--- config.mk ---
export PLATFORM = sky130hd
export DESIGN_NAME = multdiv_iter
export DESIGN_NICKNAME = d
export VERILOG_FILES = /design/src/rtl/multdiv_iter.sv
export SDC_FILE = /design/constraint.sdc
export NUM_CORES = 1
export LEC_CHECK = 0
export ABC_AREA = 1
export CORE_UTILIZATION = 55
export DETAILED_ROUTE_END_ITERATION = 8
export GPL_TIMING_DRIVEN = 1
export PLACE_DENSITY = 0.73
export REMOVE_ABC_BUFFERS = 1
export SYNTH_ARGS = -nofsm -noshare
export SYNTH_HDL_FRONTEND = slang
export SYNTH_SLANG_ARGS = --single-unit
export TNS_END_PERCENT = 20
--- constraint.sdc ---
create_clock -name clk -period 6.2 [get_ports clk]
set_clock_uncertainty 0.15 [all_clocks]
set_input_delay 1.55 -clock clk [delete_from_list [all_inputs] [get_ports clk]]
set_output_delay 1.55 -clock clk [all_outputs]
set_load 0.02 [all_outputs]
--- src/rtl/multdiv_iter.sv ---
// Iterative signed multiply/divide: shift-add multiply and restoring divide on magnitudes,
// one bit per clock, sign applied at completion. result/exception are valid in the cycle result_rdy is high.
module multdiv_iter #(
    parameter int WIDTH = 32
) (
    input  logic             clk,
    input  logic             clr_n,
    input  logic [WIDTH-1:0] operand_a,
    input  logic [WIDTH-1:0] operand_b,
    input  logic             ctrl_mult,
    input  logic             ctrl_div,
    output logic [WIDTH-1:0] result,
    output logic             exception,
    output logic             result_rdy,
    output logic             busy,
    output logic [1:0]       dbgState
);

    typedef enum logic [1:0] {IDLE, MULT, DIV, DONE} stateT;

    localparam int CW = $clog2(WIDTH + 1);

    stateT            state;
    logic [CW-1:0]    cnt;
    logic [WIDTH:0]   hi;
    logic [WIDTH-1:0] lo;
    logic [WIDTH:0]   opnd;
    logic             isNeg;
    logic             divZero;

    logic             startOp;
    logic [WIDTH:0]   extA, extB, absA, absB;
    logic [WIDTH:0]   mulSum;
    logic [WIDTH:0]   divShift;
    logic [WIDTH+1:0] divDiff;
    logic [2*WIDTH-1:0] prodMag, prodFix;
    logic [WIDTH:0]   prodTop;
    logic             mulOvf;
    logic [WIDTH-1:0] quoFix;

    assign startOp = ctrl_mult | ctrl_div;

    // One extra bit so the magnitude of the most negative operand is representable.
    assign extA = {operand_a[WIDTH-1], operand_a};
    assign extB = {operand_b[WIDTH-1], operand_b};
    assign absA = operand_a[WIDTH-1] ? -extA : extA;
    assign absB = operand_b[WIDTH-1] ? -extB : extB;

    // Multiply: {hi,lo} holds partial product and the not-yet-consumed multiplier bits.
    assign mulSum  = hi + (lo[0] ? opnd : '0);
    assign prodMag = {hi[WIDTH-1:0], lo};
    assign prodFix = isNeg ? -prodMag : prodMag;
    assign prodTop = prodFix[2*WIDTH-1:WIDTH-1];
    assign mulOvf  = !((&prodTop) || !(|prodTop));

    // Divide: hi is the partial remainder, lo shifts dividend bits out and quotient bits in.
    assign divShift = {hi[WIDTH-1:0], lo[WIDTH-1]};
    assign divDiff  = {1'b0, divShift} - {1'b0, opnd};
    assign quoFix   = isNeg ? -lo : lo;

    assign dbgState = state;

    always_ff @(posedge clk or negedge clr_n) begin
        if (!clr_n) begin
            state      <= IDLE;
            cnt        <= '0;
            hi         <= '0;
            lo         <= '0;
            opnd       <= '0;
            isNeg      <= 1'b0;
            divZero    <= 1'b0;
            result     <= '0;
            exception  <= 1'b0;
            result_rdy <= 1'b0;
            busy       <= 1'b0;
        end else begin
            result_rdy <= 1'b0;
            if (startOp) begin
                // A start in any state (including mid-operation) discards the current work.
                state   <= ctrl_mult ? MULT : DIV;
                cnt     <= CW'(WIDTH);
                busy    <= 1'b1;
                isNeg   <= operand_a[WIDTH-1] ^ operand_b[WIDTH-1];
                divZero <= !ctrl_mult && (operand_b == '0);
                hi      <= '0;
                lo      <= ctrl_mult ? absB[WIDTH-1:0] : absA[WIDTH-1:0];
                opnd    <= ctrl_mult ? absA : absB;
            end else begin
                case (state)
                    MULT, DIV: begin
                        if (state == DIV && divZero) begin
                            state      <= DONE;
                            result     <= '0;
                            exception  <= 1'b1;
                            result_rdy <= 1'b1;
                            busy       <= 1'b0;
                        end else if (cnt != '0) begin
                            cnt <= cnt - CW'(1);
                            if (cnt == CW'(1)) busy <= 1'b0;
                            if (state == MULT) begin
                                hi <= {1'b0, mulSum[WIDTH:1]};
                                lo <= {mulSum[0], lo[WIDTH-1:1]};
                            end else if (divDiff[WIDTH+1]) begin
                                hi <= divShift;
                                lo <= {lo[WIDTH-2:0], 1'b0};
                            end else begin
                                hi <= divDiff[WIDTH:0];
                                lo <= {lo[WIDTH-2:0], 1'b1};
                            end
                        end else begin
                            state      <= DONE;
                            result_rdy <= 1'b1;
                            if (state == MULT) begin
                                result    <= prodFix[WIDTH-1:0];
                                exception <= mulOvf;
                            end else begin
                                // A positive quotient of 2^(WIDTH-1) only arises from MIN / -1.
                                result    <= quoFix;
                                exception <= !isNeg && lo[WIDTH-1];
                            end
                        end
                    end
                    DONE:    state <= IDLE;
                    default: state <= IDLE;
                endcase
            end
        end
    end

endmodule

# Yosys cells after proc, flatten, opt, wreduce, memory -nomap -nowiden
# Cells that the tools add are included.
[op_classes]
add_sub_neg = 7
n_eq_ne = 6
n_mux = 43
n_bitwise = 3
reduce_logical = 20
[op_table]
columns = ["op", "n"]
rows = [
  ["33-bit two-way mux", 10],
  ["32-bit two-way mux", 10],
  ["33-bit negator", 2],
  ["64-bit two-way mux", 1],
  ["64-bit negator", 1],
  ["33-bit by 33-bit subtractor with 34-bit output", 1],
  ["33-bit adder", 1],
  ["33-bit AND reduction", 1],
  ["33-bit OR reduction", 1],
  ["32-bit zero test", 1],
  ["32-bit negator", 1],
  ["6-bit two-way mux", 4],
  ["1-bit two-way mux", 13],
  ["2-bit two-way mux", 5],
  ["3-bit AND reduction", 3],
  ["6-bit by 1-bit equality test with 1-bit output (second input constant)", 1],
  ["3-bit nonzero test", 2],
  ["6-bit nonzero test", 1],
  ["6-bit by 1-bit subtractor with 6-bit output (second input constant)", 1],
  ["1-bit zero test", 4],
  ["2-bit != test (second input constant)", 2],
  ["4-bit != test (second input constant)", 1],
  ["2-bit nonzero test", 2],
  ["1-bit logical AND", 3],
  ["other kinds (7)", 7],
]
[word_totals]
register_bits = 143
in_bits = 68
output_inout_bits = 37
wordCells = 90

# Depth between registers and ports, before layout
# Gate-level depths: netlist of run 1.
[depth]
word_depth = 9
mapped_depth = 20
mapped_depth_nobuf = 19

# Least setup slack after synthesis of run 1
# Ideal clock, no wire load.
[synth_path]
path_type = "input-to-reg"
startpoint = "in operand_a[0]"
endpoint = "reg lo[30]"
setup_ns = 0.117
arrival_ns = 3.042
required_ns = 5.933
setup_slack_ns = 2.891
stages = 14
n_path_buf = 0
path_cell_list = "inv_1 -> ha_1 -> nand3_1 -> nor2_2 -> nand3_2 -> nor2_2 -> nand3_1 -> o21ai_2 -> nand2_1 -> xor2_1 -> nand2_1 -> nand4_1 -> o21ai_1 -> inv_1"
[synth_via]
elab_chain_len = 4
[synth_lines]
columns = ["item", "line_no", "source"]
rows = [
  ["start, declared", "8", "input logic [WIDTH-1:0] operand_a,"],
  ["33-bit negator", "46", "assign absA = operand_a[WIDTH-1] ? -extA : extA;"],
  ["33-bit two-way mux", "46", ""],
  ["32-bit two-way mux", "86", "lo <= ctrl_mult ? absB[WIDTH-1:0] : absA[WIDTH-1:0];"],
  ["32-bit two-way mux", "78", "if (startOp) begin"],
  ["end signal, assigned", "86", ""],
  ["end signal, assigned", "102", "lo <= {mulSum[0], lo[WIDTH-1:1]};"],
  ["end signal, assigned", "105", "lo <= {lo[WIDTH-2:0], 1'b0};"],
  ["end, declared", "26", "logic [WIDTH-1:0] lo;"],
]
# No other way between the ends.
# A chain may end at the register's enable or synchronous reset.

# Final worst setup path of run 1
[layout_path]
startpoint = "in ctrl_mult"
endpoint = "reg hi[8]"
[layout_via]
elab_chain_len = 3
word_cells_on_any_way = 6
classes_between = "eq/ne (1); mux (1); bitwise (1); reduce/logical (3)"
[layout_lines]
columns = ["item", "line_no", "source"]
rows = [
  ["start, declared", "10", "input logic ctrl_mult,"],
  ["1-bit bitwise OR (*)", "41", "assign startOp = ctrl_mult | ctrl_div;"],
  ["2-bit != test (no line) / 2-bit nonzero test (equally long branches)", "--", ""],
  ["3-bit AND reduction (no line)", "--", ""],
  ["end signal, assigned", "101", "hi <= {1'b0, mulSum[WIDTH:1]};"],
  ["end signal, assigned", "104", "hi <= divShift;"],
  ["end signal, assigned", "107", "hi <= divDiff[WIDTH:0];"],
  ["end, declared", "25", "logic [WIDTH:0] hi;"],
]
# Mark *: on every way between the ends. The rest lies on a longest branch, timed or not.

==> results.cfg, run 1 <==
[status]
status = complete, no violations

[clock_network]
cts_buffer_depth = 2
clock_latency_ps = 440
htreeDepth = 4
cts_tree = built
ctsHoldBuffers = 0
cts.sinks = 143
numCtsBuffers = 17
cts-root-buf = clkbuf_16
clkTransAtPathRegs_ps = 70
post-cts-setup-buffer-count = 0
ctsResizeCount = 0

[placed_design]
portBuffers = 104
dp_cells = 2935
dp_hpwl_um = 51500
gp_congestion = 1.08

[setup_path]
cp_top_family = simple AND/OR/NAND/NOR gates
reg2reg_slack_ps = 2350
crit_top_cell = o21ai_0
crit_type = primary input to flip-flop
cp_data_arrival_time_ps = 4170
crit_required_ps = 6380
crit_buf_inv = 4
reg2regPathDepth = 15
cp-start-kind = primary input
crit_path_max_incr_delay_ps = 910
crit_path_max_fanout = 57
rr_startpoint = lo[0]
critPathCaptureType = flip-flop
regToRegEndpoint = hi[28]
crit_chain = buf_2 -> buf_4 -> nor2_4 -> inv_2 -> nor2_1 -> inv_1 -> nor2_2 -> nand2_1 -> a21oi_1 -> o21ai_0 -> o21ai_0
slowest_stage = nor2_2

[floorplan]
start_util = 0.564
num_rows = 60
pin_count = 105
die_x_um = 169
die-height_um = 169
die-area_um2 = 28500
coreArea_um2 = 27100

[synth]
synth.yosys.seq_area_share = 0.234
synth.mux.area_fraction = 0
synth_cell_types = 59
yosys_warnings = 0
synth_area_um2 = 15300
syn_inst = 2523
synth_fa_ha_area_frac = 0.0624
synth-xor-area-share = 0.0447
syn_area_per_cell_um2 = 6.06
synth_top_family_by_area = simple AND/OR/NAND/NOR gates
async_flop_share = 1.00
synth_edf_count = 0
synth_compound_area_frac = 0.203
ys_seq_elements = 143
yosys.area_share.simple = 0.348
synth_ff_type = dfrtp_1

[global_route]
grt_pass1_wl_um = 99800
grt_usage = 0.468
grt_pass1_vias = 17500
grt_max_degree = 108
grt-ovfl-total = 0
antenna_found_initial = 0

[sta]
clock.fmax_mhz = 251
period_share = 0.644
worst_pin_slew_ps = 1180
period_needed_ps = 3990
setup_tns_ps = 0
final-setup-viol-count = 0
grt_setup_unrepaired = false
slew_headroom = 0.212
timing_hold_violations_final = 0
slew_viol_final = 0

[final_layout]
fin_nets = 2725
drive_gt1_frac = 0.0455
multi_input_area_um2 = 10100
diodes = 0
fill_cells = 2541
regArea_um2 = 3580
layoutNonFillerInstCount = 2966
syn2layout_area_growth_pct = 12.4

[routing]
dr.pass1.iters = 7
vias = 18400
viasPerCell = 6.19
routed_wl_um = 65400
wl_per_cell_um = 22.0
drtAntennaViolNets = 0
route.detailed.drc = 0
drtIter0Drc = 2569

[hold_path]
hold_class = flip-flop to flip-flop
holdPathEnd = result[20]
min_from = result[20]
hold_path_depth = 1

[power]
power_density_nw_per_um2 = 256
vdd_drop_max_v = 0.000270
p_leak_nw = 8.61

[run]
maxCapViolCount = 0
where the power goes:
part           switching, mW  internal [mW]
Sequential             0.226           1.10
Clock                  0.461          0.651
Combinational           1.31          0.654
Total                   2.00           2.41
flip-flops by register name, indices dropped and copies added (netlist names), 2 cells and up:
signal	count
cnt	6
hi	33
dbgState	2
result	32
opnd	33
lo	32
per-stage QoR:
step / power [mW] / utilization / instance area (um2) / setup WS [ps] / hold slack [ps]
6_report: 4.40 / 0.634 / 17200 / 2210 / 327
4_1_cts: 4.33 / 0.634 / 17200 / 2300 / 332
5_1_grt: 4.61 / 0.634 / 17200 / 2100 / 348
2_1_floorplan: 2.42 / - / 15000 / 1740 / 296
3_3_place_gp: 3.19 / 0.612 / 16600 / 1940 / 310
3_5_place_dp: 3.22 / 0.612 / 16600 / 1860 / 317
metal layers:
| metal | global-route usage | vias to the layer above | part of all wire |
|---|---|---|---|
| met2 | 0.738 | 1277 | 0.44 |
| met4 | 0.319 | 0 | 0.075 |
| met5 | 0 | - | 0 |
| met1 | 0.578 | 8453 | 0.37 |
| met3 | 0.0963 | 253 | 0.11 |
| li1 | - | 8391 | - |
area by class of cell:
class                           instances  share of cell area
Clock inverter                         13              0.0100
Tap cell                              372              0.0271
Inverter                              349              0.0763
Clock buffer                           18              0.0256
Sequential cell                       143               0.208
Timing Repair Buffer                  117              0.0660
Multi-Input combinational cell       1954               0.587
worst reg2reg max path: stages (launching register included):
cell,delay [ps]
dfrtp_1,590
buf_4,420
nand2_1,90
inv_1,70
ha_1,270
a21oi_1,190
o21ai_0,270
a21oi_1,390
inv_1,140
a21oi_1,230
inv_1,120
nand4_1,90
nand2_1,80
o21ai_0,390
nand3_1,190
nand2_1,90
worst max path at each step:
stage / startpoint / cells after the start / slack, ps / to
after floorplan: ctrl_mult / 6 / 1740 / lo[2]
after global placement: ctrl_mult / 11 / 1940 / hi[13]
after detailed placement: ctrl_mult / 11 / 1860 / hi[13]
after CTS: ctrl_mult / 11 / 2300 / hi[13]
after global routing: operand_b[0] / 16 / 2100 / lo[30]
final: ctrl_mult / 11 / 2210 / hi[8]
logic make-up after synthesis:
family                     count (synthesis)
AOI/OAI and AO/OA                        530
xor gates and xnor gates                  78
adders and majority gates                 75
buffers and inverters                    426
DFF                                      143
and+or+nand+nor                         1271
cell usage in the layout (no fill, tap or decap), types with 10 or more instances in the layout:
cell type        netlist  routed
o21ai_1               17      17
inv_1                341     340
nand2_1              680     680
nand4_1               46      46
ha_1                  73      72
dfrtp_1              143     142
clkbuf_16              0      17
xor2_1                54      54
buf_4                  2      13
or2_2                 12      12
nor2_2                11      12
o211ai_1              35      35
nor3_1                28      28
nand2_2               12      12
nand3_1              148     148
a21o_1                12      12
xnor2_1               24      24
a21oi_1              170     170
a32o_1                10      10
o21ai_0              205     205
clkdlybuf4s50_1        0     102
nor2_1               310     308
synth_stat cells, types with 3 or more instances:
| cell | count | area share |
|---|---|---|
| nand2_1 | 680 | 0.17 |
| inv_1 | 341 | 0.084 |
| nor2_1 | 310 | 0.076 |
| o21ai_0 | 205 | 0.067 |
| a21oi_1 | 170 | 0.056 |
| nand3_1 | 148 | 0.048 |
| dfrtp_1 | 143 | 0.23 |
| ha_1 | 73 | 0.060 |
| xor2_1 | 54 | 0.031 |
| clkbuf_1 | 49 | 0.012 |
| nand4_1 | 46 | 0.019 |
| o211ai_1 | 35 | 0.017 |
| nor3_1 | 28 | 0.0092 |
| xnor2_1 | 24 | 0.014 |
| o21ai_1 | 17 | 0.0056 |
| buf_2 | 14 | 0.0046 |
| a21o_1 | 12 | 0.0059 |
| nand2_2 | 12 | 0.0049 |
| or2_2 | 12 | 0.0049 |
| nor2_2 | 11 | 0.0045 |
| a32o_1 | 10 | 0.0065 |
| a22oi_1 | 9 | 0.0044 |
| a31oi_1 | 9 | 0.0037 |
| buf_1 | 9 | 0.0022 |
| o21bai_1 | 9 | 0.0044 |
| o221ai_1 | 8 | 0.0046 |
| o22ai_1 | 8 | 0.0033 |
| inv_2 | 6 | 0.0015 |
| o2111ai_1 | 6 | 0.0034 |
| a221oi_1 | 5 | 0.0029 |
| nand3b_1 | 5 | 0.0025 |
| nor4_1 | 5 | 0.0020 |
| o21ai_2 | 5 | 0.0029 |
| nor2_4 | 4 | 0.0029 |
| o21a_1 | 4 | 0.0020 |
| o21ai_4 | 4 | 0.0043 |
| a21boi_0 | 3 | 0.0015 |
| buf_6 | 3 | 0.0022 |
Power figures use the tool's default switching activity.
==> run 2: changes to the inputs <==
- clock period: 6.2 -> 3.94 ns (I/O delays scaled with it)
==> run 2 against run 1 <==
  * Sequential cell count did not move
  * Final cell count is 1.5% higher
  * Sequential share of layout area decreased by 0.41 points
  * Non-clock buffer count increased by 43
  * Largest cell class unchanged
==> results.cfg, run 2 (synthesized netlist as in run 1, its figures left out) <==
[status]
status = complete, no violations

[sta]
slew_headroom = 0.419
final-setup-viol-count = 0
period_needed_ps = 3550
setup_slack_ps = 390
setup_tns_ps = 0
clock.fmax_mhz = 282
worst_pin_slew_ps = 870
grt_setup_unrepaired = false
period_share = 0.901
timing_hold_violations_final = 0
slew_viol_final = 0

[routing]
viasPerCell = 6.28
dr.pass1.iters = 8
wl_per_cell_um = 21.9
vias = 18900
routed_wl_um = 65800
drtIter0Drc = 2840
drtAntennaViolNets = 0
route.detailed.drc = 0

[final_layout]
fill_cells = 2489
reg.largest.list = hi (33), opnd (33)
layout_commonest_cell = nand2_1
drive_gt1_frac = 0.0610
fin_nets = 2768
mostFrequentLayoutCells = 680 x nand2_1, 340 x inv_1, 308 x nor2_1
diodes = 0
syn2layout_area_growth_pct = 14.7

[clock_network]
cts_buffer_depth = 2
ctsResizeCount = 0
clock_latency_ps = 450
post-cts-setup-buffer-count = 0
numCtsBuffers = 17
cts.sinks = 143
htreeDepth = 4
cts-root-buf = clkbuf_16
ctsHoldBuffers = 0
cts_tree = built
clkTransAtPathRegs_ps = 80

[setup_path]
critPathCaptureType = flip-flop
crit_path_max_incr_delay_ps = 590
crit_type = flip-flop to flip-flop
crit_buf_inv = 4
crit_cells = 16
reg2reg_slack_ps = 390
cp-start-kind = flip-flop
reg2regPathDepth = 16
rr_startpoint = lo[0]
slowest_stage = dfrtp_1
cp_top_family = compound AO/OA/AOI/OAI gates
cp_data_arrival_time_ps = 3730
crit_path_max_fanout = 17
crit_required_ps = 4120
regToRegEndpoint = hi[29]
crit_chain = buf_4 -> buf_4 -> nand2_1 -> inv_1 -> ha_1 -> a21oi_1 -> a21boi_0 -> nor2_1 -> nor2_1 -> nand3_1 -> a31oi_1 -> nor2_1 -> o21ai_0 -> inv_1 -> nand2_1 -> nand2_1

[global_route]
grt_max_degree = 77
grt_pass1_vias = 17900
grt-ovfl-total = 0
grt_pass1_wl_um = 101000
grt_usage = 0.468
antenna_found_initial = 0

[floorplan]
start_util = 0.564
num_rows = 60
pin_count = 105
die-area_um2 = 28500
coreArea_um2 = 27100
die-height_um = 169
die_x_um = 169

[power]
power_density_nw_per_um2 = 398
vdd_drop_max_v = 0.000286
p_leak_nw = 8.83

[hold_path]
min_from = result[26]
hold_path_depth = 1
holdPathEnd = result[26]
hold_class = flip-flop to flip-flop

[placed_design]
gp_congestion = 1.14
dp_hpwl_um = 51700
place_ws_ps = 366
portBuffers = 104

[run]
maxCapViolCount = 0
[run 2: changes by cell type in the layout (fill, tap and decap cells not counted), sizes merged]
cell / previous run / this run
clkinv: 4 / 2
bufinv: 3 / 2
inv: 354 / 357
buf: 15 / 58
clkinvlp: 1 / 2
[run 2: layout make-up]
cell class,instances,area (um2),area share
tap,372,465,0.0265
sequential,143,3580,0.204
clock buffer,18,429,0.0245
inverter,349,1310,0.0748
multi-input combinational,1954,10100,0.575
clock inverter,14,168,0.00956
timing repair buffer,160,1500,0.0853
[run 2: report_power, final]
group / switching [mW] / total (mW) / internal (mW)
clock: 0.781 / 1.74 / 0.959
sequential: 0.305 / 2.04 / 1.74
combinational: 2.11 / 3.20 / 1.08
total: 3.20 / 6.98 / 3.78
[run 2: stage by stage]
step                      cell area [um2]   util  hold WS (ps)  power, mW  cells
final                               17500  0.647           329       6.98   3010
after global routing                17500  0.647           350       7.28   3010
after CTS                           17500  0.647           328       6.83   3010
after detailed placement            16900  0.625           315       5.10   2978
after global placement              16900  0.625           310       5.04   2978
after floorplan                     15000      -           296       3.82   2446
[run 2: worst max-delay path by stage]
stage / start / to / slack (ps)
after floorplan: ctrl_mult / lo[2] / 40
after global placement: operand_a[0] / lo[28] / 470
after detailed placement: operand_b[8] / lo[27] / 370
after CTS: lo[0] / hi[29] / 540
after global routing: lo[0] / hi[28] / 230
final: lo[0] / hi[29] / 390
[run 2: layer usage]
metal / up-vias / global-route usage / part of all wire
li1: 8470 / - / -
met1: 8562 / 0.573 / 0.36
met2: 1506 / 0.727 / 0.42
met3: 362 / 0.100 / 0.12
met4: 0 / 0.347 / 0.090
met5: - / 0 / 0
